### config.mk
export PLATFORM = sky130hd
export DESIGN_NAME = sdram_arbiter
export DESIGN_NICKNAME = d
export VERILOG_FILES = /design/src/rtl/sdram_arbiter_pkg.sv /design/src/rtl/sdram_arbiter_refresh_scheduler.sv /design/src/rtl/sdram_arbiter.sv
export SDC_FILE = /design/constraint.sdc
export NUM_CORES = 1
export LEC_CHECK = 0
export CORE_MARGIN = 8
export CORE_UTILIZATION = 42
export CTS_CLUSTER_SIZE = 25
export DETAILED_ROUTE_END_ITERATION = 16
export HOLD_SLACK_MARGIN = 0.03
export PLACE_DENSITY_LB_ADDON = 0.2
export REMOVE_ABC_BUFFERS = 1
export SLEW_MARGIN = 25
export SYNTH_ARGS = -nofsm -noshare
export SYNTH_HDL_FRONTEND = slang
export SYNTH_HIERARCHICAL = 1
export SYNTH_SLANG_ARGS = --single-unit
### constraint.sdc
create_clock -name clk -period 4.5 [get_ports clk]
set_input_delay 0.45 -clock clk [delete_from_list [all_inputs] [get_ports clk]]
set_output_delay 0.45 -clock clk [all_outputs]
set_load 0.005 [all_outputs]
### src/rtl/sdram_arbiter_pkg.sv
// Shared types for the SDRAM command-port arbiter: channel ids, command word, FSM states.
package sdram_arbiter_pkg;

    localparam int SDRAM_ADDR_BITS = 23;
    localparam int SDRAM_DATA_BITS = 16;

    typedef enum logic [1:0] {
        CH_PRG  = 2'd0,
        CH_CHR  = 2'd1,
        CH_HOST = 2'd2,
        CH_REF  = 2'd3
    } sdram_ch_t;

    typedef struct packed {
        logic                       refresh;
        logic                       we;
        logic [SDRAM_ADDR_BITS-1:0] addr;
        logic [SDRAM_DATA_BITS-1:0] wdata;
        logic [1:0]                 wmask;
    } sdram_cmd_t;

    typedef enum logic [1:0] {
        ST_IDLE  = 2'd0,
        ST_ISSUE = 2'd1,
        ST_WAIT  = 2'd2,
        ST_DONE  = 2'd3
    } arb_state_t;

endpackage

### src/rtl/sdram_arbiter_refresh_scheduler.sv
// Refresh credit generator: one credit every REFRESH_INT cycles, debt saturates at DEBT_MAX.
// A completed refresh pays back one credit; a credit and a payback in the same cycle cancel.
module sdram_arbiter_refresh_scheduler #(
    parameter int REFRESH_INT = 780,
    parameter int DEBT_MAX    = 8
) (
    input  logic       clk,
    input  logic       reset,
    input  logic       done,
    output logic [3:0] debt,
    output logic       pending,
    output logic       urgent
);

    localparam int                  CNT_BITS = $clog2(REFRESH_INT);
    localparam logic [CNT_BITS-1:0] CNT_LAST = CNT_BITS'(REFRESH_INT - 1);
    localparam logic [3:0]          DEBT_TOP = 4'(DEBT_MAX);

    logic [CNT_BITS-1:0] cnt_q, cnt_d;
    logic [3:0]          debt_q, debt_d;
    logic                credit;

    always_comb begin
        credit = (cnt_q == CNT_LAST);
        cnt_d  = credit ? '0 : cnt_q + CNT_BITS'(1);
        debt_d = debt_q;
        if (credit && !done) begin
            if (debt_q != DEBT_TOP) debt_d = debt_q + 4'd1;
        end else if (done && !credit) begin
            if (debt_q != 4'd0) debt_d = debt_q - 4'd1;
        end
    end

    always_ff @(posedge clk) begin
        if (reset) begin
            cnt_q  <= '0;
            debt_q <= 4'd0;
        end else begin
            cnt_q  <= cnt_d;
            debt_q <= debt_d;
        end
    end

    assign debt    = debt_q;
    assign pending = (debt_q != 4'd0);
    assign urgent  = (debt_q == DEBT_TOP);

endmodule

### src/rtl/sdram_arbiter.sv
// Shares one SDRAM command port between PRG, CHR, HOST and refresh; one command in flight.
// Fixed priority with refresh debt; req->cmd_valid 1 cycle, ack 1 cycle after rsp_valid.
module sdram_arbiter
    import sdram_arbiter_pkg::*;
#(
    parameter int ADDR_BITS   = SDRAM_ADDR_BITS,
    parameter int DATA_BITS   = SDRAM_DATA_BITS,
    parameter int REFRESH_INT = 780,
    parameter int DEBT_MAX    = 8
) (
    input  logic                 clk,
    input  logic                 reset,
    input  logic                 prg_req,
    input  logic [ADDR_BITS-1:0] prg_addr,
    input  logic                 prg_we,
    input  logic [DATA_BITS-1:0] prg_wdata,
    input  logic [1:0]           prg_wmask,
    output logic                 prg_ack,
    output logic [DATA_BITS-1:0] prg_rdata,
    input  logic                 chr_req,
    input  logic [ADDR_BITS-1:0] chr_addr,
    input  logic                 chr_we,
    input  logic [DATA_BITS-1:0] chr_wdata,
    input  logic [1:0]           chr_wmask,
    output logic                 chr_ack,
    output logic [DATA_BITS-1:0] chr_rdata,
    input  logic                 host_req,
    input  logic [ADDR_BITS-1:0] host_addr,
    input  logic                 host_we,
    input  logic [DATA_BITS-1:0] host_wdata,
    input  logic [1:0]           host_wmask,
    output logic                 host_ack,
    output logic [DATA_BITS-1:0] host_rdata,
    input  logic                 refresh_hint,
    output logic                 cmd_valid,
    input  logic                 cmd_ready,
    output logic                 cmd_refresh,
    output logic [ADDR_BITS-1:0] cmd_addr,
    output logic                 cmd_we,
    output logic [DATA_BITS-1:0] cmd_wdata,
    output logic [1:0]           cmd_wmask,
    input  logic                 rsp_valid,
    input  logic [DATA_BITS-1:0] rsp_rdata,
    output logic [3:0]           refresh_debt
);

    arb_state_t           state_q, state_d;
    sdram_ch_t            owner_q, owner_d;
    sdram_cmd_t           cmd_q, cmd_d;
    logic [2:0]           ack_q, ack_d;
    logic [DATA_BITS-1:0] rdata_q [3];
    logic [DATA_BITS-1:0] rdata_d [3];

    logic       ref_pending, ref_urgent, ref_done;
    logic       grant_vld;
    sdram_ch_t  grant_ch;
    sdram_cmd_t grant_cmd;

    sdram_arbiter_refresh_scheduler #(
        .REFRESH_INT (REFRESH_INT),
        .DEBT_MAX    (DEBT_MAX)
    ) u_refresh (
        .clk     (clk),
        .reset   (reset),
        .done    (ref_done),
        .debt    (refresh_debt),
        .pending (ref_pending),
        .urgent  (ref_urgent)
    );

    // Refresh with a CPU idle hint slots in ahead of HOST; otherwise HOST only yields to real demand.
    always_comb begin
        grant_vld = 1'b1;
        grant_ch  = CH_REF;
        if (ref_urgent)                       grant_ch = CH_REF;
        else if (prg_req)                     grant_ch = CH_PRG;
        else if (chr_req)                     grant_ch = CH_CHR;
        else if (ref_pending && refresh_hint) grant_ch = CH_REF;
        else if (host_req)                    grant_ch = CH_HOST;
        else if (ref_pending)                 grant_ch = CH_REF;
        else                                  grant_vld = 1'b0;

        grant_cmd         = '0;
        grant_cmd.refresh = (grant_ch == CH_REF);
        case (grant_ch)
            CH_PRG:  grant_cmd = '{refresh: 1'b0, we: prg_we, addr: prg_addr,
                                   wdata: prg_wdata, wmask: prg_wmask};
            CH_CHR:  grant_cmd = '{refresh: 1'b0, we: chr_we, addr: chr_addr,
                                   wdata: chr_wdata, wmask: chr_wmask};
            CH_HOST: grant_cmd = '{refresh: 1'b0, we: host_we, addr: host_addr,
                                   wdata: host_wdata, wmask: host_wmask};
            default: ;
        endcase
    end

    always_comb begin
        state_d  = state_q;
        owner_d  = owner_q;
        cmd_d    = cmd_q;
        ack_d    = 3'b000;
        rdata_d  = rdata_q;
        ref_done = 1'b0;
        case (state_q)
            ST_IDLE: begin
                if (grant_vld) begin
                    state_d = ST_ISSUE;
                    owner_d = grant_ch;
                    cmd_d   = grant_cmd;
                end
            end
            ST_ISSUE: begin
                if (cmd_ready) state_d = ST_WAIT;
            end
            ST_WAIT: begin
                if (rsp_valid) begin
                    state_d  = ST_DONE;
                    ref_done = (owner_q == CH_REF);
                    for (int i = 0; i < 3; i++) begin
                        if (owner_q == sdram_ch_t'(2'(i))) begin
                            ack_d[i] = 1'b1;
                            if (!cmd_q.we) rdata_d[i] = rsp_rdata;
                        end
                    end
                end
            end
            ST_DONE: state_d = ST_IDLE;
            default: state_d = ST_IDLE;
        endcase
    end

    always_ff @(posedge clk) begin
        if (reset) begin
            state_q <= ST_IDLE;
            owner_q <= CH_PRG;
            cmd_q   <= '0;
            ack_q   <= 3'b000;
            for (int i = 0; i < 3; i++) rdata_q[i] <= '0;
        end else begin
            state_q <= state_d;
            owner_q <= owner_d;
            cmd_q   <= cmd_d;
            ack_q   <= ack_d;
            rdata_q <= rdata_d;
        end
    end

    assign cmd_valid   = (state_q == ST_ISSUE);
    assign cmd_refresh = cmd_q.refresh;
    assign cmd_we      = cmd_q.we;
    assign cmd_addr    = cmd_q.addr;
    assign cmd_wdata   = cmd_q.wdata;
    assign cmd_wmask   = cmd_q.wmask;

    assign prg_ack    = ack_q[0];
    assign chr_ack    = ack_q[1];
    assign host_ack   = ack_q[2];
    assign prg_rdata  = rdata_q[0];
    assign chr_rdata  = rdata_q[1];
    assign host_rdata = rdata_q[2];

endmodule

==> results.md, run 1 <==
- Status: complete, no violations
- Rel. slew slack: 33.3%
- Vias post-DR: 4854
- Rows: 38
- Largest net degree at the start of global routing: 67
- HP Start: chr_rdata[2]$_SDFFE_PP0P_
- Ys flop type: dfxtp_1
- Synth warnings: 6
- Finish-stage setup viols: 0
- DIE AREA: 0.0145 mm^2
- Post-route antenna net violation count: 0
- Worst R2R End: u_refresh/debt[3]$_SDFFE_PP0P_
- Final Cycle Share: 62.0%
- RSZ-0062 raised after global routing: no
- Diode count: 0
- Post-synthesis cell area: 0.00460 mm^2
- Critical Path AT: 3.10 ns
- Die width: 121 um
- Post-synth ARST share: 0%
- # H-tree levels: 3
- Fillers: 870
- Final HPWL DP: 13300 um
- Max Clk Rate: 0.358 GHz
- Unique masters post-synth: 43
- Reg2reg start: state_q[0]$_SDFFE_PP0P_
- WHS Endpoint: chr_rdata[2]$_SDFFE_PP0P_
- Peak VDD IR: 0.277 mV
- Post-cts sizing count: 0
- Die height: 121 um
- Post-CTS Setup Repair Bufs: 0
- Min-Delay Path Depth: 2
- Longest Clk Path Bufs: 2
- Area used by multi-input combinational logic: 0.00220 mm^2
- R2R setup slack: 1.71 ns
- Yosys reg bits: 112
- Final Wtd Congestion: 0.891
- Critical path class: reg -> reg
- All-Layer GR Usage: 22.8%
- CTS tree: yes
- CP startpoint kind: register
- Final WL: 17600 um
- Number of synthesized flops with an enable pin: 0
- Clock transition at path regs: 0.11 ns
- Worst Path Required: 4.81 ns
- Antenna violations before repair: 0
- Placement Setup Slack: 1.44 ns
- Slew @ Worst Pin: 0.993 ns
- Seq. cell area: 0.00224 mm^2
- Worst hold path type: reg -> reg
- Synth top area share: 48.8%
- Area leader, netlist: dfxtp_1
- Element type at the critical path end: register
- Share of layout cells above drive strength 1: 5.21%
- Power per cell area: 343 mW/mm^2
- TritonRoute pass-1 iters: 8
- Clk_lat worst skew: 0.36 ns
- Placeable Area: 0.0107 mm^2
- Fin Setup TNS: 0 ns
- First-pass GRT wire length: 26600 um
- Max Cap Viol: 0
- Sequential element share of the synthesized area: 48.8%
- Num ports: 249
- CTS Buf Count: 9
- DR vias/cell: 5.58
- Final hold violations: 0
- Period minus WS final: 2.79 ns
- Top cells by area, synth: dfxtp_1 (49%), a222oi_1 (9.1%), nand2_1 (8.2%)
- R2R depth: 11
- Final WS setup: 1.71 ns
- Initial core utilization: 42.8%
- Drt initial violations: 629
- Skew final: 0.0206 ns
- Final core utilization: 68.6%
- CTS sink cnt: 112
- Syn Inst Count: 497
- Avg Synthesized Cell Area: 9.25 um^2
- Hold buffer count at cts: 0
- P_leak: 2.54 nW
- Drt drc: 0
- Vias in the first global route: 4779
- Crit path max fanout: 5
- CTS Root Cell: clkbuf_8
- Port Buffer Count: 248
- Final max-slew violation count: 0
- Layout area overhead: 60.5%
- GR Overflow Total: 0
- Fin nets: 883
- DR WL/cell: 20.2 um
-- synthesized netlist by cell type (all sizes together) (6+ instances only) --
cell type,n
nand2,101
o2bb2ai,42
nor2b,6
clkbuf,28
xnor2,6
nor3,8
a222oi,42
a21oi,54
nor2,24
inv,8
nor4,6
ha,7
dfxtp,112
nand3,6
buf,10
-- registers in the layout (all words and copies together) (netlist names) --
name and flops:
host_rdata 16, owner_q 2, ack_q 3, cmd_refresh 1, cmd_wdata 16, prg_rdata 16, chr_rdata 16, cmd_addr 23
state_q 2, cmd_wmask 2, cmd_we 1, u_refresh/cnt_q 10, u_refresh/debt 4
-- cell usage in the layout (no fill, tap or decap), types with 6 or more instances in the layout --
master / netlist / layout
a21oi_1: 54 / 54
a222oi_1: 42 / 42
buf_4: 0 / 6
clkbuf_8: 0 / 10
clkdlybuf4s50_1: 0 / 247
dfxtp_1: 112 / 112
ha_1: 7 / 7
inv_1: 7 / 7
nand2_1: 101 / 101
nand3_1: 6 / 6
nor2_1: 23 / 23
nor3_1: 6 / 6
o2bb2ai_1: 42 / 42
xnor2_1: 6 / 6
-- report_power, final --
| group | switching [mW] | internal (mW) | total [mW] |
|---|---|---|---|
| logic | 0.331 | 0.415 | 0.746 |
| clock network | 0.358 | 0.230 | 0.589 |
| registers | 0.0864 | 1.11 | 1.20 |
-- final cells by class --
| cell class | count | area share, % |
|---|---|---|
| Timing Repair Buffer | 255 | 34.4 |
| Sequential cell | 112 | 30.4 |
| Multi-Input combinational cell | 339 | 29.8 |
| Tap cell | 140 | 2.37 |
| Clock buffer | 10 | 1.87 |
| Clock inverter | 6 | 0.780 |
| Inverter | 8 | 0.407 |
-- metal layers --
metal	wire (um)	GRT usage [%]	share of wire, %
met5	0	0	0
met4	255	5.78	1.5
met3	1330	5.22	7.6
met2	9070	40.2	52
met1	6930	27.2	39
-- cell families (layout without fill, tap and decap cells) --
family / Yosys count / after routing / share of synthesized area, %
AO/OA/AOI/OAI: 147 / 147 / 24.7
XOR/XNOR: 9 / 9 / 1.71
adder cells (fa/ha/maj): 8 / 8 / 2.34
buffers and inverters: 46 / 279 / 4.00
flip-flops: 112 / 112 / 48.8
multiplexers: 6 / 6 / 1.39
AND/OR/NAND/NOR: 169 / 169 / 17.0
-- metrics by stage --
| stage | instances | hold WS (ns) | instance area, um^2 | power (mW) |
|---|---|---|---|---|
| 2_1_floorplan | 459 | 0.430 | 4440 | 1.48 |
| 3_3_place_gp | 853 | 0.442 | 7160 | 1.95 |
| 3_5_place_dp | 854 | 0.446 | 7180 | 1.97 |
| 4_1_cts | 870 | 0.462 | 7380 | 2.56 |
| 5_1_grt | 870 | 0.487 | 7380 | 2.67 |
| 6_report | 870 | 0.464 | 7380 | 2.53 |
-- critical path, stage by stage (launching register included) --
cell       delay, ns
dfxtp_1         0.35
inv_1           0.11
ha_1            0.21
nand3_1         0.19
nor2_1          0.31
inv_1           0.13
nand2b_1        0.16
ha_1            0.27
a21o_1          0.20
a2111oi_0       0.45
mux2_2          0.24
a32o_1          0.12
-- worst max-delay path by stage --
stage                                              start                              to  slack [ns]  cells past startpoint
final                            state_q[0]$_SDFFE_PP0P_  u_refresh/debt[3]$_SDFFE_PP0P_        1.71                     11
after global routing             state_q[0]$_SDFFE_PP0P_  u_refresh/debt[3]$_SDFFE_PP0P_        1.54                     11
after CTS                        state_q[0]$_SDFFE_PP0P_  u_refresh/debt[3]$_SDFFE_PP0P_        1.75                     11
after detailed placement                       rsp_valid  u_refresh/debt[3]$_SDFFE_PP0P_        1.44                     10
after global placement    u_refresh/debt[0]$_SDFFE_PP0P_        cmd_addr[3]$_SDFFE_PP0P_        1.63                      7
after floorplan           u_refresh/debt[0]$_SDFFE_PP0P_        cmd_addr[0]$_SDFFE_PP0P_        0.95                      5
No activity file was read; power rests on OpenSTA's default activity.
==> inputs of run 2 (changes only) <==
--- a/config.mk
+++ b/config.mk
@@ -6,7 +6,7 @@
 export NUM_CORES = 1
 export LEC_CHECK = 0
 export CORE_MARGIN = 8
-export CORE_UTILIZATION = 42
+export CORE_UTILIZATION = 35
 export CTS_CLUSTER_SIZE = 25
 export DETAILED_ROUTE_END_ITERATION = 16
 export HOLD_SLACK_MARGIN = 0.03
==> constraint.sdc (replaced) <==
create_clock -name clk -period 2.3 [get_ports clk]
set_input_delay 0.23 -clock clk [delete_from_list [all_inputs] [get_ports clk]]
set_output_delay 0.23 -clock clk [all_outputs]
set_load 0.005 [all_outputs]
==> run 2 against run 1 <==
The run now ends with negative setup slack left. Count of clock-buffer cells in the layout unchanged. Global-route usage decreased by 4.2 points. Wire length decreased by 2.4%. Worst setup slack got worse by 1.7 ns. Critical path depth decreased by 3. Total power increased by 120%.
==> results.md, run 2 (synthesis gave the netlist of run 1 again) <==
- Peak VDD IR: 0.324 mV (was 0.277 mV)
- Worst Path Required: 2.53 ns (was 4.81 ns)
- Placed Area: 0.00743 mm^2 (was 0.00718 mm^2)
- Critical-path cell list: nor4b_2, nand4_2, nand2b_4, ha_1, a21o_1, a21oi_1, or4_1, a32o_1 (was inv_1, ha_1, nand3_1, nor2_1, inv_1, nand2b_1, ha_1, a21o_1, a2111oi_0, mux2_2, a32o_1)
- Rel. slew slack: 60.5% (was 33.3%)
- Slew @ Worst Pin: 0.592 ns (was 0.993 ns)
- Final WS setup: -0.00399 ns (was 1.71 ns)
- CP bufs+invs: 0 (was 2)
- CTS sink cnt: 112 (unchanged)
- Final max-slew violation count: 0 (unchanged)
- Vias in the first global route: 4856 (was 4779)
- Critical Path AT: 2.53 ns (was 3.10 ns)
- Final Cycle Share: 100% (was 62.0%)
- Clk_lat worst skew: 0.34 ns (was 0.36 ns)
- Skew final: 0.00980 ns (was 0.0206 ns)
- Worst R2R End: u_refresh/debt[3]$_SDFFE_PP0P_ (unchanged)
- CTS tree: yes (unchanged)
- CTS Buf Count: 9 (unchanged)
- Max Cap Viol: 0 (unchanged)
- Seq. cell area: 0.00224 mm^2 (about the same)
- Die width: 131 um (was 121 um)
- Placeable Area: 0.0130 mm^2 (was 0.0107 mm^2)
- Layout area overhead: 68.8% (was 60.5%)
- Fillers: 1147 (was 870)
- Violated checks: negative setup slack
- DR WL/cell: 18.5 um (was 20.2 um)
- First-pass GRT wire length: 24900 um (was 26600 um)
- Crit path max fanout: 3 (was 5)
- Largest stage delay on the critical path: 0.42 ns (was 0.45 ns)
- P_leak: 2.71 nW (was 2.54 nW)
- Placed cells: 909 (was 854)
- Final WL: 17200 um (was 17600 um)
- Critical Path Source: u_refresh/cnt_q[7]$_SDFF_PP0_ (was state_q[0]$_SDFFE_PP0P_)
- Largest net degree at the start of global routing: 43 (was 67)
- CP startpoint kind: register (unchanged)
- Hold buffer count at cts: 0 (unchanged)
- R2R depth: 8 (was 11)
- Drt drc: 0 (unchanged)
- PnR Total Power: 5.51 mW (was 2.53 mW)
- Most frequent cells in the layout: clkdlybuf4s50_1 (247), dfxtp_1 (111), nand2_1 (101) (was clkdlybuf4s50_1 (247), dfxtp_1 (112), nand2_1 (101))
- Max Clk Rate: 0.434 GHz (was 0.358 GHz)
- Post-route antenna net violation count: 0 (unchanged)
- All-Layer GR Usage: 18.6% (was 22.8%)
- Port Buffer Count: 248 (unchanged)
- Final hold violations: 0 (unchanged)
- Longest Clk Path Bufs: 2 (unchanged)
- Power per cell area: 709 mW/mm^2 (was 343 mW/mm^2)
- Finish-stage setup viols: 1 (was 0)
- Critical path class: reg -> reg (unchanged)
- R2R setup slack: -0.004 ns (was 1.71 ns)
- Area used by multi-input combinational logic: 0.00222 mm^2 (was 0.00220 mm^2)
- Diode count: 0 (unchanged)
- Levels on crit path: 8 (was 11)
- Cell Count, Final, Fillers Out: 925 (was 870)
- Vias post-DR: 4911 (was 4854)
- Worst path slowest cell: or4_1 (was a2111oi_0)
- Period minus WS final: 2.30 ns (was 2.79 ns)
- Reg2reg start: u_refresh/cnt_q[7]$_SDFF_PP0_ (was state_q[0]$_SDFFE_PP0P_)
- Die height: 131 um (was 121 um)
- Post-route cell area: 0.00776 mm^2 (was 0.00738 mm^2)
- Commonest non-fill, non-tap cell in the layout: clkdlybuf4s50_1 (unchanged)
- Rows: 42 (was 38)
- Placement Setup Slack: -0.130 ns (was 1.44 ns)
- Antenna violations before repair: 0 (unchanged)
- TritonRoute pass-1 iters: 10 (was 8)
- Initial core utilization: 35.3% (was 42.8%)
- DIE AREA: 0.0171 mm^2 (was 0.0145 mm^2)
- CP delay by family, top: simple AND/OR/NAND/NOR gates (was compound AO/OA/AOI/OAI gates)
- Largest register FFs: 23 (unchanged)
- Drt initial violations: 465 (was 629)
- CTS Root Cell: clkbuf_16 (was clkbuf_8)
- CP endpoint: u_refresh/debt[3]$_SDFFE_PP0P_ (unchanged)
- Worst hold path type: in -> reg (was reg -> reg)
- Element type at the critical path end: register (unchanged)
- # H-tree levels: 3 (unchanged)
- RSZ-0062 raised after global routing: yes (was no)
- Final HPWL DP: 13300 um (about the same)
- Final Wtd Congestion: 0.924 (was 0.891)
- Fin nets: 902 (was 883)
- Share of layout cells above drive strength 1: 8.68% (was 5.21%)
- Status: complete, but fails checks (was complete, no violations)
- Final core utilization: 59.5% (was 68.6%)
- DR vias/cell: 5.31 (was 5.58)
- GR Overflow Total: 0 (unchanged)
- Post-CTS Setup Repair Bufs: 0 (unchanged)
- Num ports: 249 (unchanged)
- Clock transition at path regs: 0.07 ns (was 0.11 ns)
[run 2: cell count changes in the layout (fill, tap and decap cells not counted), moves of 2 or more]
cell | previous run | this run
buf_4 | 6 | 21
clkbuf_16 | 0 | 9
clkbuf_8 | 10 | 1
buf_12 | 0 | 5
clkinv_2 | 0 | 2
clkinv_4 | 3 | 1
nor3_2 | 0 | 2
[run 2: what timing repair did]
item / CTS / global route
resized for setup: 4 / 5
setup endpoints to repair: 1 / 46
cloned: 0 / 0
[run 2: through the flow]
step,hold WS [ns],setup TNS [ns]
floorplan,0.299,-52.71
global placement,0.441,-0.0520
detailed placement,0.446,-0.130
CTS,0.279,0
global route,0.285,-0.106
finish,0.290,-0.00399
[run 2: metal layers]
metal	global-route usage (%)	routed length, um	up-vias
met1	20.7	6570	2325
met2	31.9	8380	231
li1	-	-	2338
met5	0	0	-
met4	5.40	281	0
met3	7.67	1910	17
[run 2: area by class of cell]
cell class	count	area share, %
Clock inverter	6	0.871
Inverter	8	0.387
Sequential cell	112	28.9
Timing Repair Buffer	274	35.2
Tap cell	176	2.84
Clock buffer	10	3.08
Multi-Input combinational cell	339	28.7
[run 2: worst min-delay path by stage]
stage | from | to | slack (ns) | cells past startpoint
floorplan | reset | chr_rdata[0]$_SDFFE_PP0P_ | 0.30 | 1
global placement | chr_rdata[2]$_SDFFE_PP0P_ | chr_rdata[2]$_SDFFE_PP0P_ | 0.44 | 2
detailed placement | cmd_addr[13]$_SDFFE_PP0P_ | cmd_addr[13]$_SDFFE_PP0P_ | 0.45 | 1
CTS | reset | u_refresh/cnt_q[4]$_SDFF_PP0_ | 0.28 | 2
global route | reset | state_q[1]$_SDFFE_PP0P_ | 0.29 | 2
finish | reset | u_refresh/cnt_q[4]$_SDFF_PP0_ | 0.29 | 2
[run 2: power by group]
part / leakage, nW / internal [mW] / total [mW] / switching, mW
combinational: 1.65 / 0.890 / 1.60 / 0.711
sequential: 0.911 / 2.18 / 2.32 / 0.140
clock: 0.150 / 0.881 / 1.59 / 0.705
total: 2.71 / 3.95 / 5.51 / 1.56
